### src/rtl/seg_scan_ctrl.sv
// Four-digit seven-segment scan controller: slot prescaler, double-buffered
// display registers, dead-time, brightness windowing and leading-zero blanking.
module seg_scan_ctrl #(
  parameter int SLOT_CYCLES = 131072,
  parameter int DEAD_CYCLES = 256
) (
  input  logic        clk,
  input  logic        rst_n,
  input  logic [15:0] value,
  input  logic [3:0]  dp_in,
  input  logic        load,
  output logic        load_ack,
  input  logic [3:0]  brightness,
  input  logic        lz_suppress,
  output logic [3:0]  anode,
  output logic [3:0]  digit,
  output logic        dp,
  output logic        frame_start
);

  localparam int CW   = $clog2(SLOT_CYCLES);
  localparam int EW   = CW + 1;
  localparam int UNIT = (SLOT_CYCLES - DEAD_CYCLES) / 16;

  localparam logic [CW-1:0] CNT_LAST = CW'(SLOT_CYCLES - 1);
  localparam logic [EW-1:0] DEAD_E   = EW'(DEAD_CYCLES);
  localparam logic [EW-1:0] UNIT_E   = EW'(UNIT);

  logic [CW-1:0] cnt;
  logic [1:0]    sel;
  logic [3:0]    bright_q;
  logic [15:0]   stage_value;
  logic [3:0]    stage_dp;
  logic          pending;
  logic [15:0]   active_value;
  logic [3:0]    active_dp;

  logic          slot_end;
  logic          boundary;
  logic          commit;
  logic [EW-1:0] cnt_e;
  logic [EW-1:0] on_end;
  logic          in_window;
  logic          blank;
  logic [3:0]    anode_d;
  logic [3:0]    digit_d;
  logic          dp_d;
  logic          frame_start_d;

  assign slot_end = (cnt == CNT_LAST);
  assign boundary = slot_end && (sel == 2'd3);
  // A load arriving in the boundary cycle itself still makes this frame.
  assign commit   = boundary && (pending || load);

  // NOTE: every signal driven here gets a value before any condition so no latch is inferred.
  always_comb begin
    cnt_e         = {1'b0, cnt};
    on_end        = DEAD_E + UNIT_E * (EW'(bright_q) + EW'(1));
    in_window     = (cnt_e >= DEAD_E) && (cnt_e < on_end);
    // Digit sel and every digit above it are zero; digit 0 always shows.
    blank         = lz_suppress && (sel != 2'd0) &&
                    ((active_value >> {sel, 2'b00}) == 16'd0);
    anode_d       = 4'b1111;
    if (in_window && !blank) anode_d = ~(4'b0001 << sel);
    digit_d       = active_value[{sel, 2'b00} +: 4];
    dp_d          = ~active_dp[sel];
    frame_start_d = (cnt == '0) && (sel == 2'd0);
  end

  // NOTE: sequential state uses non-blocking assignments only, so every register
  // samples the pre-edge values of the others.
  always_ff @(posedge clk) begin
    if (!rst_n) begin
      // NOTE: staging/active buffers are reset because a reset must discard a pending update.
      cnt          <= '0;
      sel          <= 2'd0;
      bright_q     <= 4'd0;
      stage_value  <= 16'd0;
      stage_dp     <= 4'd0;
      pending      <= 1'b0;
      active_value <= 16'd0;
      active_dp    <= 4'd0;
      load_ack     <= 1'b0;
      anode        <= 4'b1111;
      digit        <= 4'd0;
      dp           <= 1'b1;
      frame_start  <= 1'b0;
    end else begin
      cnt <= slot_end ? '0 : cnt + CW'(1);
      if (slot_end) sel <= sel + 2'd1;
      if (cnt == '0) bright_q <= brightness;

      if (load) begin
        stage_value <= value;
        stage_dp    <= dp_in;
      end

      if (commit) begin
        active_value <= load ? value : stage_value;
        active_dp    <= load ? dp_in : stage_dp;
        pending      <= 1'b0;
      end else if (load) begin
        pending <= 1'b1;
      end

      load_ack    <= commit;
      anode       <= anode_d;
      digit       <= digit_d;
      dp          <= dp_d;
      frame_start <= frame_start_d;
    end
  end

endmodule

### config.mk
export PLATFORM = sky130hd
export DESIGN_NAME = seg_scan_ctrl
export DESIGN_NICKNAME = d
export VERILOG_FILES = /design/src/rtl/seg_scan_ctrl.sv
export SDC_FILE = /design/constraint.sdc
export NUM_CORES = 1
export LEC_CHECK = 0
export ABC_AREA = 0
export ABC_CLOCK_PERIOD_IN_PS = 8410
export CAP_MARGIN = 20
export CORE_MARGIN = 2
export CORE_UTILIZATION = 50
export CTS_CLUSTER_SIZE = 25
export DETAILED_ROUTE_END_ITERATION = 7
export PLACE_DENSITY = 0.71
export SYNTH_ARGS = -nofsm -noshare
export SYNTH_HDL_FRONTEND = slang
export SYNTH_SLANG_ARGS = --single-unit
### constraint.sdc
create_clock -name clk -period 8.41 [get_ports clk]
set_input_delay 1.2615 -clock clk [delete_from_list [all_inputs] [get_ports clk]]
set_output_delay 1.2615 -clock clk [all_outputs]
set_load 0.01 [all_outputs]
==> implementation parameters <==
Parameter                              Value

Run status
  Status ... finished clean

Synth
  Top cell type's share of synthesized area ... roughly a third
  Number of warnings printed during yosys synthesis ... 0
  Number of unique standard cell types used by synthesis ... 52
  Sequential fraction of the synthesis area ... around a third
  Number of synthesized register bits ... between 70 and 80
  Number of synthesized flops with an enable pin ... 0
  Cell taking the most area after synthesis ... sky130_fd_sc_hd__dfxtp_1
  Fraction of the mapped netlist area in adder cells ... between 10% and 20%
  Mux share of post-synthesis cell area ... about a tenth
  Synthesized-area fraction occupied by ao, oa, aoi and oai cells ... a little under an eighth
  Ranking of synthesized cells by area ... sky130_fd_sc_hd__dfxtp_1 (34%), sky130_fd_sc_hd__ha_1 (12%), sky130_fd_sc_hd__nor2_1 (6.2%), sky130_fd_sc_hd__mux2i_1 (6.0%), sky130_fd_sc_hd__fa_1 (5.0%)
  Gate count of the mapped netlist ... between 400 and 500
  Post-Syn Area per Cell ... 9.360 um2
  Async SR Flop Fraction ... 0%
  Dominant combinational cell family by area after synthesis ... simple AND/OR/NAND/NOR gates
  Main flop type after synthesis ... sky130_fd_sc_hd__dfxtp_1
  Combined area of all synthesized cells ... about 4400 um2
  Area share of xor/xnor cells in the synthesized design ... 5.221%
  Synth Net Count ... roughly 550
  Simple logic cell fraction of the synthesized area ... 17.70%

Worst setup path
  Critical path buffer and inverter count ... 2
  Required time of the critical path ... around 8600 ps
  Critical-path cell with the highest stage delay ... sky130_fd_sc_hd__fa_1
  Crit Path Class ... reg2reg
  Worst-path fanout max ... 10
  WP data arrival ... between 6000 and 7000 ps
  Nature of the critical path endpoint ... flop
  Sort of element at the start of the critical path ... flop
  Worst path cell trace ... ha_1, xor2_1, inv_1, fa_1, fa_1, inv_1, fa_1, ha_1, nor3_1, o21ai_1, a311o_1, xor2_1, nand2_1, nor2_1, xor2_1, ha_1, a2111o_1, a21oi_1, a31o_2, o21ba_1, mux2i_2, nand4_1
  Kind of cell adding the most delay to the critical path ... adder cells
  Crit-path max cell delay ... between 600 and 700 ps

STA
  Max Clock Skew ... 16.13 ps
  Final count of negative-setup-slack endpoints ... 0
  Fmax achieved ... between 0.15 and 0.2 GHz
  Setup repair after global routing missed its margin ... false
  Total negative slack ... 0 ps
  Final hold violation count ... 0
  Slew margin rel. ... 58.69%
  Transition time at the pin with the least slew margin ... between 600 and 700 ps
  Count of final max-slew check failures ... 0
  Period utilisation layout ... between 70% and 80%
  Time the final worst path needs with I/O delays and setup ... between 6000 and 7000 ps

GRT
  Tot GR Track Use ... roughly a fifth
  Number of antenna violations at the first check in global routing ... 0
  Wire length of the first global-routing pass ... about 15000 um
  Via count of the first global-routing pass ... between 3000 and 4000
  Pin count of the biggest net entering global routing ... 43
  Overflow after GRT ... 0

Routing
  Drt wl/cell ... about 14 um
  Remaining design rule violation count ... 0
  Number of detailed-routing iterations run before antenna repair ... 4
  Drt first-iter violations ... 96
  Antenna viol nets, final ... 0
  Via count ... ~3300
  Via density ... 5.480
  Total wirelength of the detailed-routed design ... 8787 um

Pwr
  Power density of the placed cells ... between 200 and 250 nW/um2
  Static power due to leakage ... ~2.1 nW
  VDD IR-drop max ... around 0.14 mV

Floorplanning
  I/O pin count ... 39
  Total core area ... about 8600 um2
  Die extent in y ... a little under 100 um
  Standard-cell row count ... 34
  Die area ... about 9500 um2
  Effective utilization at floorplan ... between 50% and 60%
  Die width ... a little under 100 um

Cells and area
  Area growth from synthesis to layout ... 15.23%
  Share of final-layout standard cells stronger than drive strength 1 ... under 10%
  Antenna diodes ... 0
  Total Nets Final ... just under 600
  Final core utilization ... between 50% and 60%

Clock network
  Clock transition at the register clock pins on the worst setup and hold paths after CTS ... approximately 80 ps
  Root buffer selected by CTS ... sky130_fd_sc_hd__clkbuf_8
  Clock buffers created by TritonCTS ... 9
  Bufs on Longest Clock Path ... 2
  # resized after CTS ... 0
  Number of clock sinks seen by CTS ... 75
  Maximum level of the CTS H-tree ... 3
  Hold buffer count at CTS ... 0
  Clock tree from TritonCTS ... yes
  Post CTS Setup Buffer Count ... 0
  Insertion delay to the later sink of the worst-skew pair ... approximately 360 ps

Placement
  Count of buffers from port buffering ... 38
  Post-DP HPWL ... 6807 um
  Final estimated routing congestion in global placement ... ~0.9

Run
  Reported max-cap violation count ... 0

Worst hold path
  Kind of path behind the tightest hold check ... reg2reg
==> path summary, 6_finish.rpt <==
kind                            slack, ps                   to                      from  cells past startpoint
worst max-delay path                 2040  anode[2]$_SDFF_PN1_  bright_q[0]$_SDFFE_PN0P_                     22
worst min-delay path                  470    cnt[0]$_SDFF_PP0_         cnt[0]$_SDFF_PP0_                      1
worst max register to register       2040  anode[2]$_SDFF_PN1_  bright_q[0]$_SDFFE_PN0P_                     22
worst min register to register        470    cnt[0]$_SDFF_PP0_         cnt[0]$_SDFF_PP0_                      1
==> metal layers <==
metal  share of wire, %  vias up  track usage (%)
met2                 47       35            31.51
met5                  0        -                0
met3                2.4        6            4.101
li1                   -     1698                -
met4               0.89        0            5.342
met1                 49     1609            26.70
==> worst reg2reg max path, delay by kind of cell, from the launching register on <==
kind / cells / cell delay [ps]
flops: 1 / 630
simple gates: 4 / 630
fa+ha+maj: 6 / 2410
mux: 1 / 240
compound gates: 6 / 1350
buf+inv: 2 / 220
xor+xnor: 3 / 790
==> metrics by stage <==
step | std cells | cell area (um2) | power, mW | hold WS [ps] | worst slack [ps]
after CTS | 610 | 4999 | 1.230 | 469.9 | 2054
after floorplan | 466 | 4362 | 0.8424 | 425.8 | 2602
after global routing | 611 | 5026 | 1.336 | 492.7 | 1518
final | 611 | 5026 | 1.221 | 465.7 | 2037
after detailed placement | 594 | 4817 | 0.9654 | 449.0 | 2062
after global placement | 594 | 4817 | 0.9550 | 437.2 | 2303
==> cell usage in the layout, fill, tap and decap left out, types with 3 or more instances in the layout <==
master                             n
sky130_fd_sc_hd__nand2_1          13
sky130_fd_sc_hd__a211oi_1         23
sky130_fd_sc_hd__nor3_1            8
sky130_fd_sc_hd__or3_1             3
sky130_fd_sc_hd__fa_1             11
sky130_fd_sc_hd__clkdlybuf4s50_1  38
sky130_fd_sc_hd__inv_1            30
sky130_fd_sc_hd__nand3_1           9
sky130_fd_sc_hd__xor2_1           17
sky130_fd_sc_hd__nand2b_1          6
sky130_fd_sc_hd__o21ai_0          15
sky130_fd_sc_hd__nor2_1           72
sky130_fd_sc_hd__mux2i_1          26
sky130_fd_sc_hd__and3_1            7
sky130_fd_sc_hd__mux4_2            5
sky130_fd_sc_hd__nor4_1            3
sky130_fd_sc_hd__dfxtp_1          75
sky130_fd_sc_hd__nor3b_1           4
sky130_fd_sc_hd__o21a_1            3
sky130_fd_sc_hd__and4_1            3
sky130_fd_sc_hd__nor2b_1           6
sky130_fd_sc_hd__a21oi_1          10
sky130_fd_sc_hd__ha_1             42
sky130_fd_sc_hd__xnor2_1           9
sky130_fd_sc_hd__nand4_1           8
sky130_fd_sc_hd__clkbuf_8          9
sky130_fd_sc_hd__and2_1            6
sky130_fd_sc_hd__a21o_1            4
==> synthesized netlist by cell type (6+ instances only) <==
master,n
sky130_fd_sc_hd__fa_1,11
sky130_fd_sc_hd__ha_1,42
sky130_fd_sc_hd__xor2_1,17
sky130_fd_sc_hd__and3_1,7
sky130_fd_sc_hd__and2_1,6
sky130_fd_sc_hd__clkbuf_1,17
sky130_fd_sc_hd__mux2i_1,26
sky130_fd_sc_hd__nand2b_1,6
sky130_fd_sc_hd__nand3_1,9
sky130_fd_sc_hd__nor3_1,8
sky130_fd_sc_hd__inv_1,30
sky130_fd_sc_hd__a211oi_1,23
sky130_fd_sc_hd__dfxtp_1,75
sky130_fd_sc_hd__o21ai_0,15
sky130_fd_sc_hd__nand4_1,8
sky130_fd_sc_hd__nand2_1,13
sky130_fd_sc_hd__xnor2_1,9
sky130_fd_sc_hd__nor2b_1,6
sky130_fd_sc_hd__nor2_1,72
sky130_fd_sc_hd__a21oi_1,10
==> registers in the layout, summed over array words and instances (netlist names) <==
name          flops
cnt              17
stage_value      16
load_ack          1
anode             4
dp                1
bright_q          4
digit             4
pending           1
sel               2
frame_start       1
active_value     16
stage_dp          4
active_dp         4
==> cells by family (layout without fill, tap and decap cells) <==
kind of cell / Yosys count / count (layout)
AND/OR/NAND/NOR: 155 / 155
flip-flops: 75 / 75
AO/OA/AOI/OAI: 73 / 73
adder cells (fa/ha/maj): 53 / 53
buffers and inverters: 50 / 87
multiplexers: 34 / 34
XOR/XNOR: 26 / 26
==> cell type report <==
cell class | count | area, um2
clock buffers | 9 | 123.9
clock inverters | 7 | 57.56
fillers | 749 | 3567
inverters | 30 | 112.6
multi-input cells | 341 | 2673
flip-flops and latches | 75 | 1501
well taps | 108 | 135.1
repair buffers | 41 | 422.9
==> power breakdown <==
group	internal (mW)	leakage, nW	switching (mW)
clock network	0.111	0.0881	0.146
logic	0.256	1.43	0.337
registers	0.364	0.610	0.00677
Note: power is estimated with default switching activity, not from simulation.
